<file path="src/rtl/vx_warp_arbiter.sv">
// Warp-selection stage for the core front end.
// Tracks per-warp active/stalled/thread-mask/PC/in-flight state, picks one ready warp per cycle
// (fixed priority or round-robin) and presents it to fetch through a registered valid/ready port.
// Ports:
//   clk, reset                  clock, synchronous active-high reset
//   startup_pc                  warp-0 PC loaded at reset
//   tmc_*                       thread-mask write (mask 0 deactivates the warp)
//   spawn_*                     activate a set of warps at spawn_pc
//   unlock_*                    decode unlock (clears stall)
//   br_*                        branch resolve (clears stall, optional redirect)
//   commit_mask                 one retire per set bit
//   out_valid/out_ready/out_*   scheduled {wid, tmask, pc} toward fetch
//   busy                        any warp active, any instruction pending
module vx_warp_arbiter #(
  parameter int unsigned NUM_WARPS    = 4,
  parameter int unsigned NUM_THREADS  = 4,
  parameter int unsigned PC_BITS      = 30,
  parameter int unsigned PC_INCR      = 2,
  parameter int unsigned POLICY       = 1,
  parameter int unsigned MAX_INFLIGHT = 4,
  localparam int unsigned NW          = $clog2(NUM_WARPS)
) (
  input  logic                   clk,
  input  logic                   reset,
  input  logic [PC_BITS-1:0]     startup_pc,
  input  logic                   tmc_valid,
  input  logic [NW-1:0]          tmc_wid,
  input  logic [NUM_THREADS-1:0] tmc_tmask,
  input  logic                   spawn_valid,
  input  logic [NUM_WARPS-1:0]   spawn_wmask,
  input  logic [PC_BITS-1:0]     spawn_pc,
  input  logic                   unlock_valid,
  input  logic [NW-1:0]          unlock_wid,
  input  logic                   br_valid,
  input  logic [NW-1:0]          br_wid,
  input  logic                   br_taken,
  input  logic [PC_BITS-1:0]     br_dest,
  input  logic [NUM_WARPS-1:0]   commit_mask,
  output logic                   out_valid,
  input  logic                   out_ready,
  output logic [NW-1:0]          out_wid,
  output logic [NUM_THREADS-1:0] out_tmask,
  output logic [PC_BITS-1:0]     out_pc,
  output logic                   busy
);

  localparam logic [7:0]         MaxCnt = 8'(MAX_INFLIGHT);
  localparam logic [PC_BITS-1:0] PcIncr = PC_BITS'(PC_INCR);

  logic [NUM_WARPS-1:0]   active_q, active_d, stalled_q, stalled_d;
  logic [NUM_THREADS-1:0] tmask_q [NUM_WARPS];
  logic [NUM_THREADS-1:0] tmask_d [NUM_WARPS];
  logic [PC_BITS-1:0]     pc_q [NUM_WARPS];
  logic [PC_BITS-1:0]     pc_d [NUM_WARPS];
  logic [7:0]             cnt_q [NUM_WARPS];
  logic [7:0]             cnt_d [NUM_WARPS];
  logic [NW-1:0]          rr_ptr_q, rr_ptr_d;
  logic                   out_valid_q, out_valid_d;
  logic [NW-1:0]          out_wid_q, out_wid_d;
  logic [NUM_THREADS-1:0] out_tmask_q, out_tmask_d;
  logic [PC_BITS-1:0]     out_pc_q, out_pc_d;
  logic                   busy_q, busy_d;

  logic [NUM_WARPS-1:0]   ready, issue_hs;
  logic                   pick_found, pick_fire;
  logic [NW-1:0]          pick_wid;
  logic                   cnt_any;

  always_comb begin
    for (int w = 0; w < NUM_WARPS; w++) begin
      ready[w]    = active_q[w] & ~stalled_q[w] & (cnt_q[w] < MaxCnt);
      // Instruction accepted by fetch this cycle belongs to warp w.
      issue_hs[w] = out_valid_q & out_ready & (out_wid_q == NW'(w));
    end
  end

  always_comb begin
    int unsigned idx;
    idx        = 0;
    pick_found = 1'b0;
    pick_wid   = '0;
    if (POLICY == 0) begin
      // Scan downwards so the lowest ready wid is the last one written.
      for (int i = int'(NUM_WARPS) - 1; i >= 0; i--) begin
        if (ready[i]) begin
          pick_found = 1'b1;
          pick_wid   = NW'(i);
        end
      end
    end else begin
      for (int k = 0; k < NUM_WARPS; k++) begin
        idx = (int'(rr_ptr_q) + k) % NUM_WARPS;
        if (!pick_found && ready[idx]) begin
          pick_found = 1'b1;
          pick_wid   = NW'(idx);
        end
      end
    end
  end

  assign pick_fire = pick_found & (~out_valid_q | out_ready);

  always_comb begin
    active_d    = active_q;
    stalled_d   = stalled_q;
    tmask_d     = tmask_q;
    pc_d        = pc_q;
    cnt_d       = cnt_q;
    rr_ptr_d    = rr_ptr_q;
    out_valid_d = out_valid_q;
    out_wid_d   = out_wid_q;
    out_tmask_d = out_tmask_q;
    out_pc_d    = out_pc_q;
    cnt_any     = 1'b0;

    // Event order matters: later assignments win on the same field.
    for (int w = 0; w < NUM_WARPS; w++) begin
      if (spawn_valid && spawn_wmask[w]) begin
        active_d[w]  = 1'b1;
        tmask_d[w]   = NUM_THREADS'(1);
        pc_d[w]      = spawn_pc;
        stalled_d[w] = 1'b0;
      end
      if (tmc_valid && (tmc_wid == NW'(w))) begin
        tmask_d[w]   = tmc_tmask;
        active_d[w]  = |tmc_tmask;
        stalled_d[w] = 1'b0;
      end
      if (unlock_valid && (unlock_wid == NW'(w))) begin
        stalled_d[w] = 1'b0;
      end
      if (br_valid && (br_wid == NW'(w))) begin
        if (br_taken) pc_d[w] = br_dest;
        stalled_d[w] = 1'b0;
      end
      if (pick_fire && (pick_wid == NW'(w))) begin
        stalled_d[w] = 1'b1;
        pc_d[w]      = pc_q[w] + PcIncr;
      end

      // Simultaneous issue and commit cancel; underflow holds at zero.
      if (issue_hs[w] && !commit_mask[w]) begin
        cnt_d[w] = cnt_q[w] + 8'd1;
      end else if (!issue_hs[w] && commit_mask[w] && (cnt_q[w] != 8'd0)) begin
        cnt_d[w] = cnt_q[w] - 8'd1;
      end
      cnt_any = cnt_any | (cnt_d[w] != 8'd0);
    end

    if (pick_fire) begin
      out_valid_d = 1'b1;
      out_wid_d   = pick_wid;
      out_tmask_d = tmask_q[pick_wid];
      out_pc_d    = pc_q[pick_wid];
      rr_ptr_d    = (int'(pick_wid) == int'(NUM_WARPS) - 1) ? '0 : pick_wid + NW'(1);
    end else if (out_ready) begin
      out_valid_d = 1'b0;
    end

    busy_d = (|active_d) | cnt_any | out_valid_d;
  end

  always_ff @(posedge clk) begin
    if (reset) begin
      active_q    <= NUM_WARPS'(1);
      stalled_q   <= '0;
      rr_ptr_q    <= '0;
      out_valid_q <= 1'b0;
      out_wid_q   <= '0;
      out_tmask_q <= '0;
      out_pc_q    <= '0;
      busy_q      <= 1'b1;
      for (int w = 0; w < NUM_WARPS; w++) begin
        cnt_q[w] <= '0;
        if (w == 0) begin
          tmask_q[w] <= NUM_THREADS'(1);
          pc_q[w]    <= startup_pc;
        end else begin
          tmask_q[w] <= '0;
          pc_q[w]    <= '0;
        end
      end
    end else begin
      active_q    <= active_d;
      stalled_q   <= stalled_d;
      tmask_q     <= tmask_d;
      pc_q        <= pc_d;
      cnt_q       <= cnt_d;
      rr_ptr_q    <= rr_ptr_d;
      out_valid_q <= out_valid_d;
      out_wid_q   <= out_wid_d;
      out_tmask_q <= out_tmask_d;
      out_pc_q    <= out_pc_d;
      busy_q      <= busy_d;
    end
  end

  assign out_valid = out_valid_q;
  assign out_wid   = out_wid_q;
  assign out_tmask = out_tmask_q;
  assign out_pc    = out_pc_q;
  assign busy      = busy_q;

  logic commit_underflow, event_on_pick;
  always_comb begin
    commit_underflow = 1'b0;
    for (int w = 0; w < NUM_WARPS; w++) begin
      commit_underflow = commit_underflow | (commit_mask[w] & (cnt_q[w] == 8'd0));
    end
    event_on_pick = pick_fire & ((unlock_valid & (unlock_wid == pick_wid)) |
                                 (br_valid & (br_wid == pick_wid)));
  end

  a_commit_underflow: assert property (@(posedge clk) disable iff (reset) !commit_underflow);
  a_event_on_pick:    assert property (@(posedge clk) disable iff (reset) !event_on_pick);

endmodule
</file>
<file path="config.mk">
export PLATFORM = sky130hd
export DESIGN_NAME = vx_warp_arbiter
export DESIGN_NICKNAME = d
export VERILOG_FILES = /design/src/rtl/vx_warp_arbiter.sv
export SDC_FILE = /design/constraint.sdc
export NUM_CORES = 1
export LEC_CHECK = 0
export CAP_MARGIN = 20
export CORE_UTILIZATION = 46
export DETAILED_ROUTE_END_ITERATION = 12
export GPL_TIMING_DRIVEN = 0
export HOLD_SLACK_MARGIN = 0.12
export PLACE_DENSITY = 0.67
export SLEW_MARGIN = 15
export SYNTH_ARGS = -nofsm -noshare
export SYNTH_HDL_FRONTEND = slang
export SYNTH_SLANG_ARGS = --single-unit
</file>
<file path="constraint.sdc">
create_clock -name clk -period 5.2 [get_ports clk]
set_input_delay 1.3 -clock clk [delete_from_list [all_inputs] [get_ports clk]]
set_output_delay 1.3 -clock clk [all_outputs]
set_load 0.02 [all_outputs]
</file>
After elaboration in Yosys (flattened, before gate mapping)

Index checks and enable logic that the tools add are counted.

Bits in registers: 216
Logic and storage cells: 245
Output and inout port bits: 38

Order comparisons: 9
Reduce and logical (&&, ||, !) cells: 69
Bitwise logic cells: 26
Multiplexer cells: 86
Equal/unequal tests: 16
$add $sub $neg: 16

Operators with widths:

| cell                                               | count |
|---|---|
| 2-to-1 mux 30 bit                                  | 18 |
| adder 30 x 2 -> 30 bit, second input constant      | 4 |
| 2-to-1 mux 120 bit                                 | 1 |
| 2-to-1 mux 8 bit                                   | 8 |
| nonzero test 8 bit                                 | 8 |
| binary-select mux 30 bit (select 2 bit)            | 1 |
| 2-to-1 mux 4 bit                                   | 10 |
| 2-to-1 mux 1 bit                                   | 38 |
| logical AND 1 bit                                  | 35 |
| adder 8 x 1 -> 8 bit, second input constant        | 4 |
| < comparator 8 x 3 -> 1 bit, second input constant | 4 |
| subtractor 8 x 1 -> 8 bit, second input constant   | 4 |
| == test 2 bit, second input constant               | 10 |
| nonzero test 5 bit                                 | 4 |
| AND 1 bit                                          | 14 |
| == test 2 x 1 -> 1 bit, second input constant      | 6 |
| < comparator 2 x 3 -> 1 bit, second input constant | 4 |
| zero test 1 bit                                    | 11 |
| zero test 2 bit                                    | 5 |
| 2-to-1 mux 2 bit                                   | 5 |
| binary-select mux 1 bit (select 2 bit)             | 4 |
| binary-select mux 4 bit (select 2 bit)             | 1 |
| nonzero test 2 bit                                 | 4 |
| OR reduction 4 bit                                 | 2 |
| other kinds (6)                                    | 17 |

Depth between registers and ports, before layout

Gate-level depths: netlist (run 1).

Word-level depth: 19
Depth in mapped cells: 14
Mapped depth without buffers: 11

Least setup slack after synthesis (run 1)

Ideal clock, no wire load.

Path type: input -> register
Start: input port spawn_valid
End: register busy_q, in the netlist busy
Buffers on the path: 2
Data arrival time: 2.833 ns
Stages on the path: 9
Setup time: 0.135 ns
Slack: 2.232 ns
Path through: clkbuf_1 and2_1 clkbuf_1 or3_1 a21o_1 and4b_1 nand4_1 nor4_1 nand4_1

Longest elaborated chain between the ends: 6
Elaborated cells on any way between the ends: 15
Classes of those cells: mux: 8; bitwise: 2; reduce/logical: 5

Ends and longest elaborated chain:

| element                 | line | source |
|---|---|---|
| from (decl)             | 29   | `input logic spawn_valid,` |
| logical AND 1 bit       | 118  | `if (spawn_valid && spawn_wmask[w]) begin` |
| 2-to-1 mux 1 bit        | 118  |  |
| 2-to-1 mux 1 bit        | 124  | `if (tmc_valid && (tmc_wid == NW'(w))) begin` |
| OR reduction 4 bit *    | 160  | `busy_d = (\|active_d) \| cnt_any \| out_valid_d;` |
| OR 1 bit * (2 in a row) | 160  |  |
| to (signal assigned)    | 194  | `busy_q <= busy_d;` |
| to (decl)               | 62   | `logic busy_q, busy_d;` |

Mark *: on every way between the ends. The rest lies on a longest branch, timed or not.
A chain may end at the register's enable or synchronous reset.

Worst setup path in the final report (run 1)

Start: register cnt_q[27] in the netlist's numbering
End: register pc_q[10] in the netlist's numbering

Longest elaborated chain between the ends: 17
Elaborated cells on any way between the ends: 28
Classes of those cells: order compare: 1; eq/ne: 1; mux: 17; bitwise: 2; reduce/logical: 7

Ends and longest elaborated chain:

| element                                | line | source |
|---|---|---|
| from (decl)                            | 55   | `logic [7:0] cnt_q [NUM_WARPS];` |
| from (signal assigned)                 | 188  | `cnt_q <= cnt_d;` |
| < comparator 8 x 3 -> 1 bit *          | 71   | `ready[w] = active_q[w] & ~stalled_q[w] & (cnt_q[w] < MaxCnt);` |
| AND 1 bit *                            | 71   |  |
| binary-select mux 1 bit (select 2 bit) | 93   | `if (!pick_found && ready[idx]) begin` |
| 2-to-1 mux 1 bit (not written as such) | 93   |  |
| 2-to-1 mux 1 bit                       | 93   |  |
| zero test 1 bit                        | 93   |  |
| logical AND 1 bit                      | 93   |  |
| 2-to-1 mux 1 bit                       | 93   |  |
| (+2 left out)                          | --   |  |
| 2-to-1 mux 1 bit                       | 93   |  |
| zero test 1 bit                        | 93   |  |
| logical AND 1 bit                      | 93   |  |
| 2-to-1 mux 2 bit *                     | 93   |  |
| via pick_wid[0]                        | 66   | `logic [NW-1:0] pick_wid;` |
| == test 2 bit *                        | 136  | `if (pick_fire && (pick_wid == NW'(w))) begin` |
| logical AND 1 bit *                    | 136  |  |
| 2-to-1 mux 30 bit *                    | 136  |  |
| to (signal, indexed assignment)        | 177  | `pc_q[w] <= startup_pc;` |
| to (signal assigned)                   | 187  | `pc_q <= pc_d;` |
| to (decl)                              | 53   | `logic [PC_BITS-1:0] pc_q [NUM_WARPS];` |

Mark *: on every way through the listed nets, which the timed path passes. The rest lies on a longest branch. The select of a mux whose other input is x is not followed.

==> results of run 1 <==
-- layout make-up --
| cell class | count | area [µm²] |
|---|---|---|
| diodes | 1 | 2.50 |
| flip-flops and latches | 216 | 4330 |
| multi-input cells | 1515 | 9200 |
| inverters | 28 | 105 |
| plain buffers | 136 | 609 |
| well taps | 396 | 495 |
| clock inverters | 10 | 118 |
| repair buffers | 148 | 1480 |
| clock buffers | 36 | 727 |
| fillers | 2901 | 13400 |
-- cells by family (layout without fill, tap and decap cells) --
family          count (synthesis)  in the layout  synth area share [%]
buf+inv                       164            358                  5.01
other cells                     0              1                     0
flops                         216            216                  30.4
compound gates                413            413                  18.9
fa+ha+maj                      20             20                  1.76
simple gates                  831            831                  27.4
xor+xnor                      134            134                  8.24
mux                           117            117                  8.23
-- sequential cells by signal (all words and copies together), names as in the netlist, named ones only --
signal,flops
tmask_q,16
rr_ptr_q,2
stalled_q,4
out_tmask,4
out_pc,30
busy,1
pc_q,117
out_wid,2
cnt_q,32
out_valid,1
active_q,4
-- final timing paths --
check             cells past startpoint  slack (ns)         end       start
setup / recovery                     12        1.43    pc_q[10]   cnt_q[27]
hold / removal                        2        0.47  out_pc[14]  out_pc[14]
setup reg to reg                     12        1.43    pc_q[10]   cnt_q[27]
hold reg to reg                       2        0.47  out_pc[14]  out_pc[14]
-- routing by layer --
metal / vias to the layer above / GRT usage, % / routed length, µm
li1: 7098 / - / -
met1: 7232 / 50.9 / 24300
met2: 987 / 54.1 / 24900
met3: 165 / 7.63 / 7010
met4: 2 / 12.4 / 2030
met5: - / 0 / 12
-- metrics by stage --
stage | util, % | power (mW) | setup slack, ns
floorplan | - | 5.81 | 2.23
global placement | 53.1 | 7.31 | 0.967
detailed placement | 53.1 | 7.38 | 1.02
CTS | 55.9 | 9.24 | 1.52
global route | 55.9 | 9.87 | 1.27
finish | 55.9 | 9.37 | 1.43
-- critical path: cells and delay by family, from the launching register on --
kind | cells | cell delay [ns]
buf+inv | 4 | 1.32
simple gates | 3 | 1.06
compound gates | 4 | 0.75
flops | 1 | 0.29
fa+ha+maj | 1 | 0.28
-- synthesized netlist by cell type, types with 5 or more instances --
cell / n
a211oi_1: 37
a21oi_1: 141
a311oi_1: 10
a31oi_1: 9
and2_1: 15
and3_1: 15
and4_1: 11
buf_1: 6
buf_2: 22
buf_4: 13
clkbuf_1: 92
dfxtp_1: 215
ha_1: 20
inv_1: 27
mux2i_1: 116
nand2_1: 358
nand3_1: 112
nand4_1: 37
nor2_1: 173
nor2b_1: 7
nor3_1: 33
nor4_1: 12
nor4_2: 5
o211ai_1: 77
o21ai_0: 55
o21ai_1: 13
o221ai_1: 34
o31ai_1: 5
or3_1: 10
xnor2_1: 78
xor2_1: 56
-- power groups by stage --
stage	registers, mW	clock network [mW]	logic, mW
6_report	2.80	1.86	4.70
5_1_grt	2.86	1.93	5.07
4_1_cts	2.77	1.87	4.60
3_5_place_dp	2.80	0	4.59
3_3_place_gp	2.79	0	4.52
2_1_floorplan	2.66	0	3.15
==> results.cfg, run 1 <==
[critical_path]
crit_path_max_incr_delay_ns = 0.58
critical_path.slowest_cell = clkbuf_1
cp_common_cell = clkbuf_1
crit_chain = buf_2, nor4_4, and4_1, a211oi_1, o21ai_1, clkbuf_1, inv_1, ha_1, nand2_1, clkbuf_1, o211ai_1, a21oi_1
crit_path_end_kind = register
start_kind = register
critPathKind = reg2reg
crit_fanout = 11
worstPathRequired_ns = 5.69
cp_data_arrival_time_ns = 4.26

[floorplan]
die_area_um2 = 31700
design.core.area_um2 = 30500
initial_core_util_pct = 46.7
row_count = 64
io_pins = 154
fp.dieH_um = 178
die_x_um = 178

[global_route]
grt_overflow = 0
grt_pass1_vias = 14100
grt_first_pass_wirelength_um = 86000
grtUsageTotal_pct = 36.1
grt_max_degree = 14
antenna_found_initial = 2

[synthesis]
synth_top_cell_by_area = dfxtp_1
synth.cell_area_um2 = 14200
ys_types = 80
synth_top_area_share_pct = 30.2
yosys_register_bits = 216
seq_area_frac_synth_pct = 30.4
synthCells = 1895
async_flop_share_pct = 0
synth_top_flop_cell = dfxtp_1
syn_area_per_cell_um2 = 7.52
netlist_top_cells_area = dfxtp_1, nand2_1, mux2i_1
synth_edf_count = 1
syn_nets = 2031
yosys_warnings = 0

[finish]
drive_gt1_share_pct = 5.60
area_growth_pct = 19.8
stdcell_area_um2 = 17100
final_common_cell = nand2_1
layout_common_cells = nand2_1, dfxtp_1, nor2_1
nets = 2206
stdcell_count = 2486

[power]
combPwrFrac_pct = 50.2
p_clk_share_pct = 19.9
p_int_mw = 5.06
p_sw_share_pct = 46.0
leakage_nw = 6.65
ir_drop_mv = 0.276
power_frac_seq_pct = 29.9
netSwitchingPower_mw = 4.30
power_density_nw_per_um2 = 549

[timing]
rsz0062_at_grt = no
fmax_mhz = 265
setup_tns_ns = 0
clock_skew_ns = 0.0325
relSlewSlack_pct = 24.0
finalHoldViolCount = 0
hold_slack_ns = 0.468
fin_crit_sh_pct = 72.5
tightest_slew_ns = 1.14
finalMaxSlewViolations = 0
setup_violations = 0
min_period_ns = 3.77

[drt]
drt_iter0_markers = 2018
drc = 0
detail-route-antenna-nets = 0
first_pass_iters = 7
routed_via_density = 6.23
vias = 15500
routedWlPerCell_um = 23.4
wirelength_um = 58300

[clock_tree]
cts_resized = 0
clock-sinks = 216
tritoncts = done
ctsHtreeMaxLevel = 1
cts-root-buf = clkbuf_16
hold_buffers = 0
cts_buffers = 25
post-cts-setup-buffers = 0
insertion_delay_ns = 0.57
clk_pin_slew_ns = 0.06
cts_buffer_depth = 3

[outcome]
status = complete, no violations

[run]
cap_violations = 0

[place]
place_hpwl_um = 44600
io_buffers = 147
post-place-cells = 2438
gp_congestion = 1.03
placed_area_um2 = 16200

[hold_path]
hp-class = reg2reg
No activity file was read; power rests on OpenSTA's default activity.
==> inputs of run 2 (changes only) <==
Clock period 5.2 ns to 3.5 ns, I/O delays scaled along.
==> results.cfg, run 2 (synthesis gave the netlist of run 1 again) <==
[finish]
final_common_cell = nand2_1
n_fill_cell = 2901
drive_gt1_share_pct = 5.74
nets = 2206
stdcell_area_um2 = 17100
largest_reg_flops = 117
regMostFlops = pc_q
area_growth_pct = 19.8
layout_common_cells = nand2_1, dfxtp_1, nor2_1

[drt]
detail-route-antenna-nets = 0
drc = 0
highest-signal-layer = met5
wl_met1_um = 24300
wl_met2_um = 24900
wl_met3_um = 7080
drt_iter0_markers = 2055
vias = 15400
routed_via_density = 6.21
first_pass_iters = 7
wirelength_um = 58300
routedWlPerCell_um = 23.5

[run]
cap_violations = 0

[clock_tree]
cts_buffers = 25
clk_pin_slew_ns = 0.06
clock-sinks = 216
ctsHtreeMaxLevel = 1
tritoncts = done
hold_buffers = 0
insertion_delay_ns = 0.57
cts_buffer_depth = 3
cts-root-buf = clkbuf_16

[hold_path]
hp-class = reg2reg
hp-start = out_pc[14]
hold_end = out_pc[14]
whs_path_depth = 2

[power]
power_frac_seq_pct = 29.9
combPwrFrac_pct = 50.2
p_clk_share_pct = 19.9
p_sw_share_pct = 46.0
leakage_nw = 6.66
power_density_nw_per_um2 = 816
netSwitchingPower_mw = 6.40
p_int_mw = 7.52
ir_drop_mv = 0.411

[global_route]
antenna_found_initial = 2
grtUsageTotal_pct = 36.1
grt_max_degree = 14
grt_overflow = 0
grt_pass1_vias = 14100
grt_first_pass_wirelength_um = 86000

[critical_path]
crit_path_start = cnt_q[27]
reg2reg_to = pc_q[67]
crit_fanout = 11
regToRegStartpoint = cnt_q[27]
cp_data_arrival_time_ns = 3.85
critPathKind = reg2reg
worstPathRequired_ns = 3.96
regToRegSetupSlack_ns = 0.11
worst-r2r-cell-count = 12
start_kind = register
crit_path_end_kind = register

[floorplan]
row_count = 64
die_area_um2 = 31700
io_pins = 154
design.core.area_um2 = 30500
initial_core_util_pct = 46.7
fp.dieH_um = 178
die_x_um = 178

[timing]
fin_ws_ns = 0.114
clock_skew_ns = 0.0332
fmax_mhz = 295
tightest_slew_ns = 1.14
fin_crit_sh_pct = 96.7
finalMaxSlewViolations = 0
rsz0062_at_grt = no
setup_violations = 0
relSlewSlack_pct = 24.2
finalHoldViolCount = 0
setup_tns_ns = 0
min_period_ns = 3.39

[place]
gp_congestion = 1.03
place_hpwl_um = 44600
io_buffers = 147
placed_area_um2 = 16200
dp_slack_ns = -0.252

[outcome]
status = complete, no violations
[run 2: cell types whose count changed in the layout (fill, tap and decap cells not counted)]
cell | previous run | this run
nand2_2 | 2 | 3
clkbuf_2 | 1 | 3
clkbuf_1 | 97 | 95
nand2_1 | 358 | 357
[run 2: worst max-delay path, stage by stage (launching register included)]
cell,delay [ns]
dfxtp_1,0.29
buf_2,0.17
nor4_4,0.40
and4_1,0.30
a211oi_1,0.06
o21ai_1,0.33
clkbuf_2,0.38
inv_1,0.11
ha_1,0.23
nand2_2,0.20
buf_1,0.45
o211ai_1,0.20
a21oi_1,0.17
[run 2: stage by stage]
| stage | power (mW) | util, % | instances | hold slack, ns |
|---|---|---|---|---|
| global route | 14.7 | 56.0 | 2486 | 0.488 |
| finish | 13.9 | 56.0 | 2486 | 0.468 |
| global placement | 10.9 | 53.1 | 2438 | 0.452 |
| detailed placement | 11.0 | 53.1 | 2438 | 0.455 |
| floorplan | 8.64 | - | 1895 | 0.447 |
| CTS | 13.7 | 55.9 | 2484 | 0.468 |
[run 2: repair_timing]
item / CTS / global route
resized for setup: 1 / 3
gates cloned: 0 / 0
setup buffers: 0 / 0
endpoints found under the setup margin: 26 / 12
[run 2: per-layer routing]
| layer | global-route usage [%] | vias up |
|---|---|---|
| met5 | 0 | - |
| met4 | 12.4 | 2 |
| met3 | 7.63 | 165 |
| met2 | 54.1 | 1001 |
| met1 | 50.9 | 7180 |
| li1 | - | 7096 |
[run 2: cell type report]
cell class | count | area [µm²] | area share, %
multi-input combinational | 1515 | 9200 | 53.9
sequential | 216 | 4330 | 25.4
timing repair buffer | 148 | 1480 | 8.65
clock buffer | 36 | 727 | 4.26
buffer | 136 | 612 | 3.58
tap | 396 | 495 | 2.90
clock inverter | 10 | 118 | 0.689
inverter | 28 | 105 | 0.616
antenna | 1 | 2.50 | 0.0147
[run 2: power groups by stage]
stage | clock network [mW] | logic, mW | registers, mW
3_3_place_gp | 0 | 6.71 | 4.15
2_1_floorplan | 0 | 4.69 | 3.95
4_1_cts | 2.78 | 6.84 | 4.11
3_5_place_dp | 0 | 6.81 | 4.16
5_1_grt | 2.87 | 7.54 | 4.25
6_report | 2.77 | 6.99 | 4.17
[run 2: worst max path at each step]
| stage | endpoint | slack [ns] | cells after the start |
|---|---|---|---|
| finish | pc_q[67] | 0.11 | 12 |
| floorplan | pc_q[84] | 0.92 | 14 |
| global route | pc_q[94] | 0.02 | 12 |
| global placement | busy | -0.31 | 7 |
| detailed placement | busy | -0.25 | 7 |
| CTS | pc_q[10] | 0.07 | 12 |
==> inputs of run 3 (changes only) <==
Settings changed: CORE_MARGIN set to 2.
==> results.cfg, run 3 (synthesis gave the netlist of run 1 again) <==
[critical_path]
crit_fanout = 11
crit_path_end_kind = register
reg2reg_to = pc_q[20]
worst-r2r-cell-count = 11
regToRegSetupSlack_ns = 0.10
cp_data_arrival_time_ns = 3.86
worstPathRequired_ns = 3.97
critPathKind = reg2reg
start_kind = register
regToRegStartpoint = cnt_q[26]

[drt]
vias = 15600
drt_iter0_markers = 2093
first_pass_iters = 6
drc = 0
routedWlPerCell_um = 23.5
wirelength_um = 58400
detail-route-antenna-nets = 0
routed_via_density = 6.26

[finish]
layout_common_cells = nand2_1, dfxtp_1, nor2_1
drive_gt1_share_pct = 5.98
post-route-util_pct = 56.1
final_common_cell = nand2_1
nets = 2206
n_fill_cell = 2931
multi_input_area_um2 = 9210
regArea_um2 = 4330
regMostFlops = pc_q
largest_reg_flops = 117
diodes = 0
area_growth_pct = 20.1

[global_route]
antenna_found_initial = 2
grt_pass1_vias = 14400
grt_overflow = 0
grt_first_pass_wirelength_um = 88000
grt_max_degree = 14
grtUsageTotal_pct = 34.8

[floorplan]
die_x_um = 180
die_area_um2 = 32400
initial_core_util_pct = 46.7
io_pins = 154
design.core.area_um2 = 30500
fp.dieH_um = 180
row_count = 64

[power]
ir_drop_mv = 0.405
power_density_nw_per_um2 = 821
leakage_nw = 6.69

[clock_tree]
cts_buffer_depth = 3
cts_buffers = 26
tritoncts = done
cts_resized = 1
insertion_delay_ns = 0.55
hold_buffers = 0
clock-sinks = 216
cts-root-buf = clkbuf_16
ctsHtreeMaxLevel = 1
post-cts-setup-buffers = 0
clk_pin_slew_ns = 0.06

[place]
dp_slack_ns = -0.320
io_buffers = 147
gp_congestion = 1.00
place_hpwl_um = 44700

[timing]
relSlewSlack_pct = 24.6
fin_ws_ns = 0.105
finalHoldViolCount = 0
fin_crit_sh_pct = 97.0
setup_violations = 0
fmax_mhz = 295
hold_slack_ns = 0.467
clock_skew_ns = 0.0156
finalMaxSlewViolations = 0
min_period_ns = 3.40
rsz0062_at_grt = no
tightest_slew_ns = 1.13
setup_tns_ns = 0

[outcome]
status = complete, no violations

[hold_path]
hold_end = out_pc[15]
whs_path_depth = 2
hp-start = out_pc[15]
hp-class = reg2reg

[run]
cap_violations = 0
run 3: changes by cell type in the layout (fill, tap and decap cells not counted), sizes merged:
cell	before	now
buf	44	43
diode	1	0
clkbuf	129	127
bufinv	2	3
clkinvlp	1	0
inv	29	28
clkinv	6	11
run 3: stage by stage:
stage | instance area (µm²) | cells | power, mW
6_report | 17100 | 2486 | 14.0
2_1_floorplan | 14200 | 1895 | 8.64
5_1_grt | 17100 | 2486 | 14.8
3_5_place_dp | 16200 | 2438 | 11.0
4_1_cts | 17100 | 2486 | 13.8
3_3_place_gp | 16200 | 2438 | 10.9
run 3: worst max-delay path by stage:
stage                            start  endpoint  depth (start not counted)
after floorplan              cnt_q[27]  pc_q[84]                         14
after global placement    tmc_tmask[0]      busy                          7
after detailed placement  tmc_tmask[1]      busy                          7
after CTS                    cnt_q[27]   pc_q[8]                         12
after global routing         cnt_q[26]  pc_q[20]                         11
final                        cnt_q[26]  pc_q[20]                         11
run 3: report_power, final:
part           total [mW]  switching (mW)  internal [mW]
sequential           4.15           0.978           3.18
combinational        7.03            4.27           2.76
clock                2.86            1.17           1.69
total                14.0            6.41           7.63
run 3: layout make-up:
class / count / share of cell area (%)
Multi-Input combinational cell: 1515 / 53.8
Sequential cell: 216 / 25.3
Timing Repair Buffer: 147 / 8.60
Clock buffer: 34 / 4.28
Buffer: 136 / 3.60
Tap cell: 396 / 2.90
Clock inverter: 14 / 0.892
Inverter: 28 / 0.614
run 3: per-layer routing:
layer | vias up | global-route usage, % | wire length (µm)
li1 | 7109 | - | -
met1 | 7316 | 47.9 | 24200
met2 | 938 | 53.3 | 25200
met3 | 189 | 7.25 | 6440
met4 | 4 | 13.7 | 2480
met5 | - | 0 | 54
run 3: critical path, stage by stage (launching register included):
cell	delay [ns]
dfxtp_1	0.40
nor4_4	0.46
and4_1	0.29
a211oi_1	0.06
o21ai_1	0.34
clkbuf_2	0.39
inv_1	0.12
ha_1	0.26
nand2_1	0.31
buf_2	0.37
o211ai_1	0.16
a21oi_1	0.17
